[config.mk]
export PLATFORM = sky130hd
export DESIGN_NAME = register_file
export DESIGN_NICKNAME = d
export VERILOG_FILES = /design/src/rtl/register_file.sv
export SDC_FILE = /design/constraint.sdc
export NUM_CORES = 1
export LEC_CHECK = 0
export BUFFER_PORTS_ARGS = -buffer_cell sky130_fd_sc_hd__buf_2
export CAP_MARGIN = 20
export CORE_MARGIN = 4
export CORE_UTILIZATION = 40
export CTS_CLUSTER_DIAMETER = 120
export DETAILED_ROUTE_END_ITERATION = 8
export GPL_TIMING_DRIVEN = 0
export PLACE_DENSITY_LB_ADDON = 0.2
export SETUP_SLACK_MARGIN = 0.4
export SLEW_MARGIN = 20
export SYNTH_ARGS = -nofsm -noshare
export SYNTH_HDL_FRONTEND = slang
export SYNTH_SLANG_ARGS = --single-unit
[constraint.sdc]
create_clock -name clock -period 4.7 [get_ports clock]
set_input_delay 0.235 -clock clock [delete_from_list [all_inputs] [get_ports clock]]
set_output_delay 0.235 -clock clock [all_outputs]
set_load 0.05 [all_outputs]
[src/rtl/register_file.sv]
// 32 x 32-bit register file with two combinational read ports, write-through
// bypass, and an optional post-reset clear sweep that holds off writes.
module register_file #(
  parameter logic CLEAR_ON_RESET = 1'b1
) (
  input  logic        clock,
  input  logic        reset,
  input  logic        write_enable,
  input  logic [4:0]  write_address,
  input  logic [31:0] write_data,
  input  logic        read_enable_1,
  input  logic [4:0]  read_address_1,
  input  logic        read_enable_2,
  input  logic [4:0]  read_address_2,
  output logic [31:0] read_data_1,
  output logic [31:0] read_data_2,
  output logic        ready
);

  localparam int DATA_W = 32;

  typedef enum logic {CLEAR = 1'b0, RUN = 1'b1} state_t;

  state_t              state;
  state_t              state_next;
  logic [4:0]          sweep_count;
  logic [DATA_W-1:0]   regs [0:31];
  logic                sweep_active;
  logic                run_active;
  logic                write_commit;

  always_ff @(posedge clock) begin
    if (reset) state <= CLEAR_ON_RESET ? CLEAR : RUN;
    else       state <= state_next;
  end

  // RUN is absorbing; only reset leads back to CLEAR.
  always_comb begin
    state_next = state;
    case (state)
      CLEAR:   if (sweep_count == 5'd31) state_next = RUN;
      RUN:     state_next = RUN;
      default: state_next = RUN;
    endcase
  end

  always_comb begin
    sweep_active = (state == CLEAR) && !reset;
    run_active   = (state == RUN) && !reset;
    ready        = run_active;
    write_commit = run_active && write_enable && (write_address != 5'd0);
  end

  always_ff @(posedge clock) begin
    if (reset)             sweep_count <= 5'd0;
    else if (sweep_active) sweep_count <= sweep_count + 5'd1;
  end

  always_ff @(posedge clock) begin
    if (reset && !CLEAR_ON_RESET) begin
      for (int i = 0; i < 32; i++) regs[i] <= '0;
    end else if (sweep_active) begin
      regs[sweep_count] <= '0;
    end else if (write_commit) begin
      regs[write_address] <= write_data;
    end
  end

  // A same-cycle write to the addressed register is forwarded ahead of storage.
  function automatic logic [DATA_W-1:0] read_port(input logic              en,
                                                  input logic [4:0]        addr,
                                                  input logic [DATA_W-1:0] stored);
    if (!run_active || !en || addr == 5'd0) return '0;
    if (write_commit && write_address == addr) return write_data;
    return stored;
  endfunction

  assign read_data_1 = read_port(read_enable_1, read_address_1, regs[read_address_1]);
  assign read_data_2 = read_port(read_enable_2, read_address_2, regs[read_address_2]);

endmodule
* Yosys cells after proc, flatten, opt, wreduce, memory -nomap -nowiden *
Memory sizes are Yosys's and may differ from the RTL's.
Cells that the tools add are included.
W data, S select, Z words.

word-level totals
  flip-flop bits (word level) = 6
  logic and storage cells = 50
  input bits = 52
  output and inout port bits = 65
  memories kept = 1
  bits in writable memories = 1024

cells by class
  add/subtract/negate cells = 1
  reduce and logical (&&, ||, !) cells = 18
  eq/ne operators = 3
  bitwise gates (word level) = 1
  multiplexer cells = 24

memory list
  memory  words  width  rd ports  clocked after memory_dff  write ports  line  RTL
  regs    32     32     2         0                         1            27    logic [DATA_W-1:0] regs [0:31];

operator list
  cell                   count
  $mux W32               9
  $reduce_or A32 Y1      1
  $mux W1                13
  $eq A5 B5 Y1           2
  $logic_not A5 Y1       2
  $logic_and A1 B1 Y1    6
  $add A5 B1 Y5 const B  1
  $eq A5 B5 Y1 const B   1
  $mux W5                1
  $reduce_bool A5 Y1     1
  $logic_not A1 Y1       4
  $logic_or A1 B1 Y1     4
  $pmux W1 S2            1
  $not A1 Y1             1

* Depth between registers and ports, before layout *
  depth in word-level cells = 9
  gate-level depth with buffers = 9
  gate-level depth less buffers = 5

* Least setup slack after synthesis *
No wires, ideal clock.

  kind = input to register
  from = in write_address[0]
  to = mem regs[0][0] (enable)
  buffers on the path = 2
  arrival = 2.878 ns
  stages = 7
  setup slack = 1.401 ns
  library setup time = 0.421 ns
  required time = 4.279 ns
  path through = buf_2 -> or3_4 -> o21a_1 -> buf_4 -> mux2i_1 -> nand2_1 -> nor2_1

on the way
  word-level cells in the longest chain between the ends = 7
  elaborated cells on any way between the ends = 8
  those cells by class = mux: 5; reduce/logical: 3

RTL lines
  item                                                 line  RTL
  start, declared                                      9     input logic [4:0] write_address,
  $reduce_bool A5 Y1                                   51    write_commit = run_active && write_enable && (write_address != 5'd0);
  $logic_and A1 B1 Y1                                  51
  $mux W1                                              64    end else if (write_commit) begin
  $mux W1                                              62    end else if (sweep_active) begin
  $mux W1 (not written as such)                        65    regs[write_address] <= write_data;
  $reduce_or A32 Y1 (no source line)                   --
  $mux W5 (no source line) or $mux W1 (tied branches)  --
  end, declared                                        27

Several ways; a longest one is shown, not always the timed one.

* Worst setup path after layout *
  from = in read_address_2[2]
  to = out read_data_2[0]

on the way
  word-level cells in the longest chain between the ends = 6
  elaborated cells on any way between the ends = 11
  those cells by class = eq/ne: 1; mux: 6; reduce/logical: 3; memory: 1

RTL lines
  item                                                     line  RTL
  start, declared                                          14    input logic [4:0] read_address_2,
  branches (longest 5 deep; another with $mem_v2 Z32 W32)  --
  $mux W32 (*)                                             74    if (write_commit && write_address == addr) return write_data;
  end, declared                                            16    output logic [31:0] read_data_2,

Mark *: on every way between the ends. The select of a mux whose other input is x is not followed.

==> results.md <==
- Status: finished clean
- Gpl congestion: about 0.97
- Pre-antenna DRT Iters: 6
- Max_cap viols: 0
- Leak Pwr: approximately 17 nW
- Vias in the first global route: 31850
- Wirelength per Cell: 42.93 microns
- Slew Limit Fails: 0
- Area growth from synthesis to layout: 15.49%
- Die Area: ~130000 sq um
- WL final: 202200 microns
- Startpoint Class: primary input
- Syn Area/Cell: 18.10 sq um
- Internal power: 0.01522 W
- Final setup vio count: 0
- Fin Setup TNS: 0 ns
- Cell row count: about 130
- Reg power frac: 0.501
- Synth warnings: 0
- Io pins: about 120
- Hold Path Stages: 3
- Synth Instances: 2726
- Arr. time, crit path: 4.10 ns
- Slew Limit Headroom: 0.1803
- Post-synth EDFFs: 1024
- Input/output buffers: ~110
- Crit path time final: 4.334 ns
- Initial antenna violation count: 10
- Power share of the combinational group: 0.082
- #FFs+latches synth: between 1000 and 1500
- Cell variety after synth: 60
- Critical path capture point type: output pin
- CTS tree: built
- DRT iter0 DRCs: 5470
- Starting Density: 0.4038
- Share of flip-flops with an asynchronous set or reset: 0
- DRT antenna net count: 0
- CTS root buffer: clkbuf_16
- First-pass GRT wire length: about 270000 microns
- Clock skew: 0.03251 ns
- Max VDD drop: 263.1 uV
- Final #Nets: 3049
- Crit-path max FO: 10
- Setup bufs post-CTS: 0
- DRC: 0
- CTS clk-pin slew, worst paths: 0.06 ns
- Via count: 32890
- Fraction of layout cells with a size suffix above 1: 0.3287
- Worst slew pin tran: 1.229 ns
- Post-CTS Hold Buffers: 0
- Switching Fraction: 0.2409
- Die X: 359.2 microns
- CTS Buf Count: roughly 110
- CTS Buffer Depth: 3
- Resized cells post-CTS: 0
- PD cells: 351.9 nW/um^2
- Synth Cell Area: 49340 sq um
- Fin Hold WS: between 0.03 and 0.04 ns
- CTS H-tree depth: 3
- Grt ovf: 0
- Reg2Reg Depth: 7
- Vias per cell: 6.984
- Clock Latency Late Sink: 0.71 ns
- Die H: approximately 360 microns
- Hold Vio Cnt, Final: 0
- Clock network power share: 0.417
- Detail Placement HPWL: roughly 140000 microns
- Sequential-to-total area share from yosys stat: 0.6257
- Max frequency: 230.8 MHz
- Most used DFF post-synth: edfxtp_1
- Total track usage: 0.3043
- CP Data Required Time: roughly 4.5 ns
- Hold Crit Class: in2reg
- Syn_nets: 2780
- CTS Sinks: 1030
- Pin count of the biggest net entering global routing: 33
- RSZ-0062 raised after global routing: yes
- Core ar.: 122200 sq um
- Final Cycle Share: 0.9221
- P_sw: 0.004831 W
- CP Class: in2out
cells in the final DEF (no fill, tap or decap), types with 26 or more instances in the layout:
cell type / count
edfxtp_1: 1024
mux4_2: 382
mux2i_1: 245
buf_2: 179
clkbuf_16: 109
a211oi_1: 102
nand2_1: 99
mux2_2: 88
clkbuf_1: 79
a221oi_1: 70
a22oi_1: 65
nor2b_1: 38
buf_6: 35
buf_16: 33
o21bai_1: 32
a211o_1: 32
nor2_4: 32
and2_2: 30
a21oi_1: 29
o221ai_1: 28
clkinv_1: 26
final timing paths:
| kind | from | to | slack [ns] |
|---|---|---|---|
| setup / recovery | read_address_2[2] | read_data_2[0] | 0.37 |
| hold / removal | reset | sweep_count[2]$_SDFFE_PP0P_ | 0.04 |
| setup reg to reg | state$_SDFF_PP0_ | regs[14][2]$_DFFE_PP_ | 0.92 |
| hold reg to reg | sweep_count[4]$_SDFFE_PP0P_ | sweep_count[4]$_SDFFE_PP0P_ | 0.58 |
state kept, by name (all words and copies together), names as in the netlist:
signal,cells
regs,1024
state,1
sweep_count,5
logic make-up (layout without fill, tap and decap cells):
| logic type | count (synthesis) | after routing | share of synthesized area |
|---|---|---|---|
| compound gates | 455 | 455 | 0.07139 |
| xor+xnor | 13 | 13 | 0.002460 |
| fa+ha+maj | 2 | 2 | 0.0005071 |
| buf+inv | 231 | 581 | 0.02658 |
| flops | 1030 | 1030 | 0.6257 |
| mux | 717 | 717 | 0.2452 |
| other cells | 0 | 8 | 0 |
| simple gates | 278 | 278 | 0.02817 |
through the flow:
| step | cells | instance area [sq um] | setup WS [ns] | utilization | power [W] |
|---|---|---|---|---|---|
| floorplan | 2726 | 49340 | 1.401 | - | 0.01113 |
| global placement | 4457 | 51900 | -1.473 | 0.4247 | 0.01179 |
| detailed placement | 4510 | 53540 | 0.5717 | 0.4381 | 0.01184 |
| finish | 4709 | 56980 | 0.3663 | 0.4663 | 0.02005 |
| CTS | 4699 | 56880 | 0.4194 | 0.4655 | 0.01999 |
| global route | 4702 | 56960 | 0.4059 | 0.4662 | 0.02045 |
per-layer routing:
metal / track usage / up-vias / wire [microns]
li1: - / 12210 / -
met1: 0.3920 / 17500 / 72710
met2: 0.4689 / 2597 / 91090
met3: 0.09082 / 579 / 25460
met4: 0.1559 / 6 / 12690
met5: 0 / - / 217
Yosys cell counts (3+ instances only):
master     instances  area share
a211o_1           32      0.0057
a211oi_1         107       0.016
a21oi_1           31      0.0031
a221o_1           14      0.0028
a221oi_1          70       0.012
a22o_1            14      0.0025
a22oi_1           65      0.0099
and2_1            35      0.0044
buf_1             18      0.0014
buf_2             69      0.0070
buf_4             25      0.0038
buf_6             35      0.0080
clkbuf_1          78      0.0059
dfxtp_1            6      0.0024
edfxtp_1        1024        0.62
inv_1              5     0.00038
mux2_2            88       0.020
mux2i_1          245       0.050
mux4_2           382        0.17
nand2_1           99      0.0075
nand2b_1           3     0.00038
nand3_1           25      0.0025
nand4_1            9      0.0011
nor2_1            46      0.0035
nor2b_1           38      0.0048
nor3_1             4     0.00041
o2111ai_1          9      0.0016
o211ai_1          11      0.0017
o21ai_0            3     0.00030
o21ai_1           23      0.0023
o21bai_1          32      0.0049
o221ai_1          28      0.0050
o22ai_1            6     0.00076
or3_1              4     0.00051
xnor2_1            5     0.00089
xor2_1             7      0.0012
cell type report:
type / count / area (sq um)
clock inverters: 69 / 569.3
inverters: 5 / 18.77
flip-flops and latches: 1030 / 30870
plain buffers: 226 / 1311
clock buffers: 120 / 2769
well taps: 1625 / 2033
diodes: 8 / 20.02
multi-input cells: 1465 / 17530
fillers: 10250 / 65220
repair buffers: 161 / 1859
worst max-delay path: stages:
cell      delay, ns
buf_2          0.14
buf_2          0.55
buf_2          0.56
clkbuf_1       0.88
mux2i_1        0.19
a211oi_1       0.67
a211o_1        0.48
buf_2          0.36
power by group through the flow:
stage               sequential [W]  combinational (W)  clock [W]
global placement            0.0102            0.00155          0
CTS                         0.0100            0.00160    0.00834
floorplan                   0.0102           0.000895          0
global route                0.0100            0.00166    0.00874
finish                      0.0100            0.00165    0.00835
detailed placement          0.0102            0.00160          0
No activity file was read; power rests on OpenSTA's default activity.
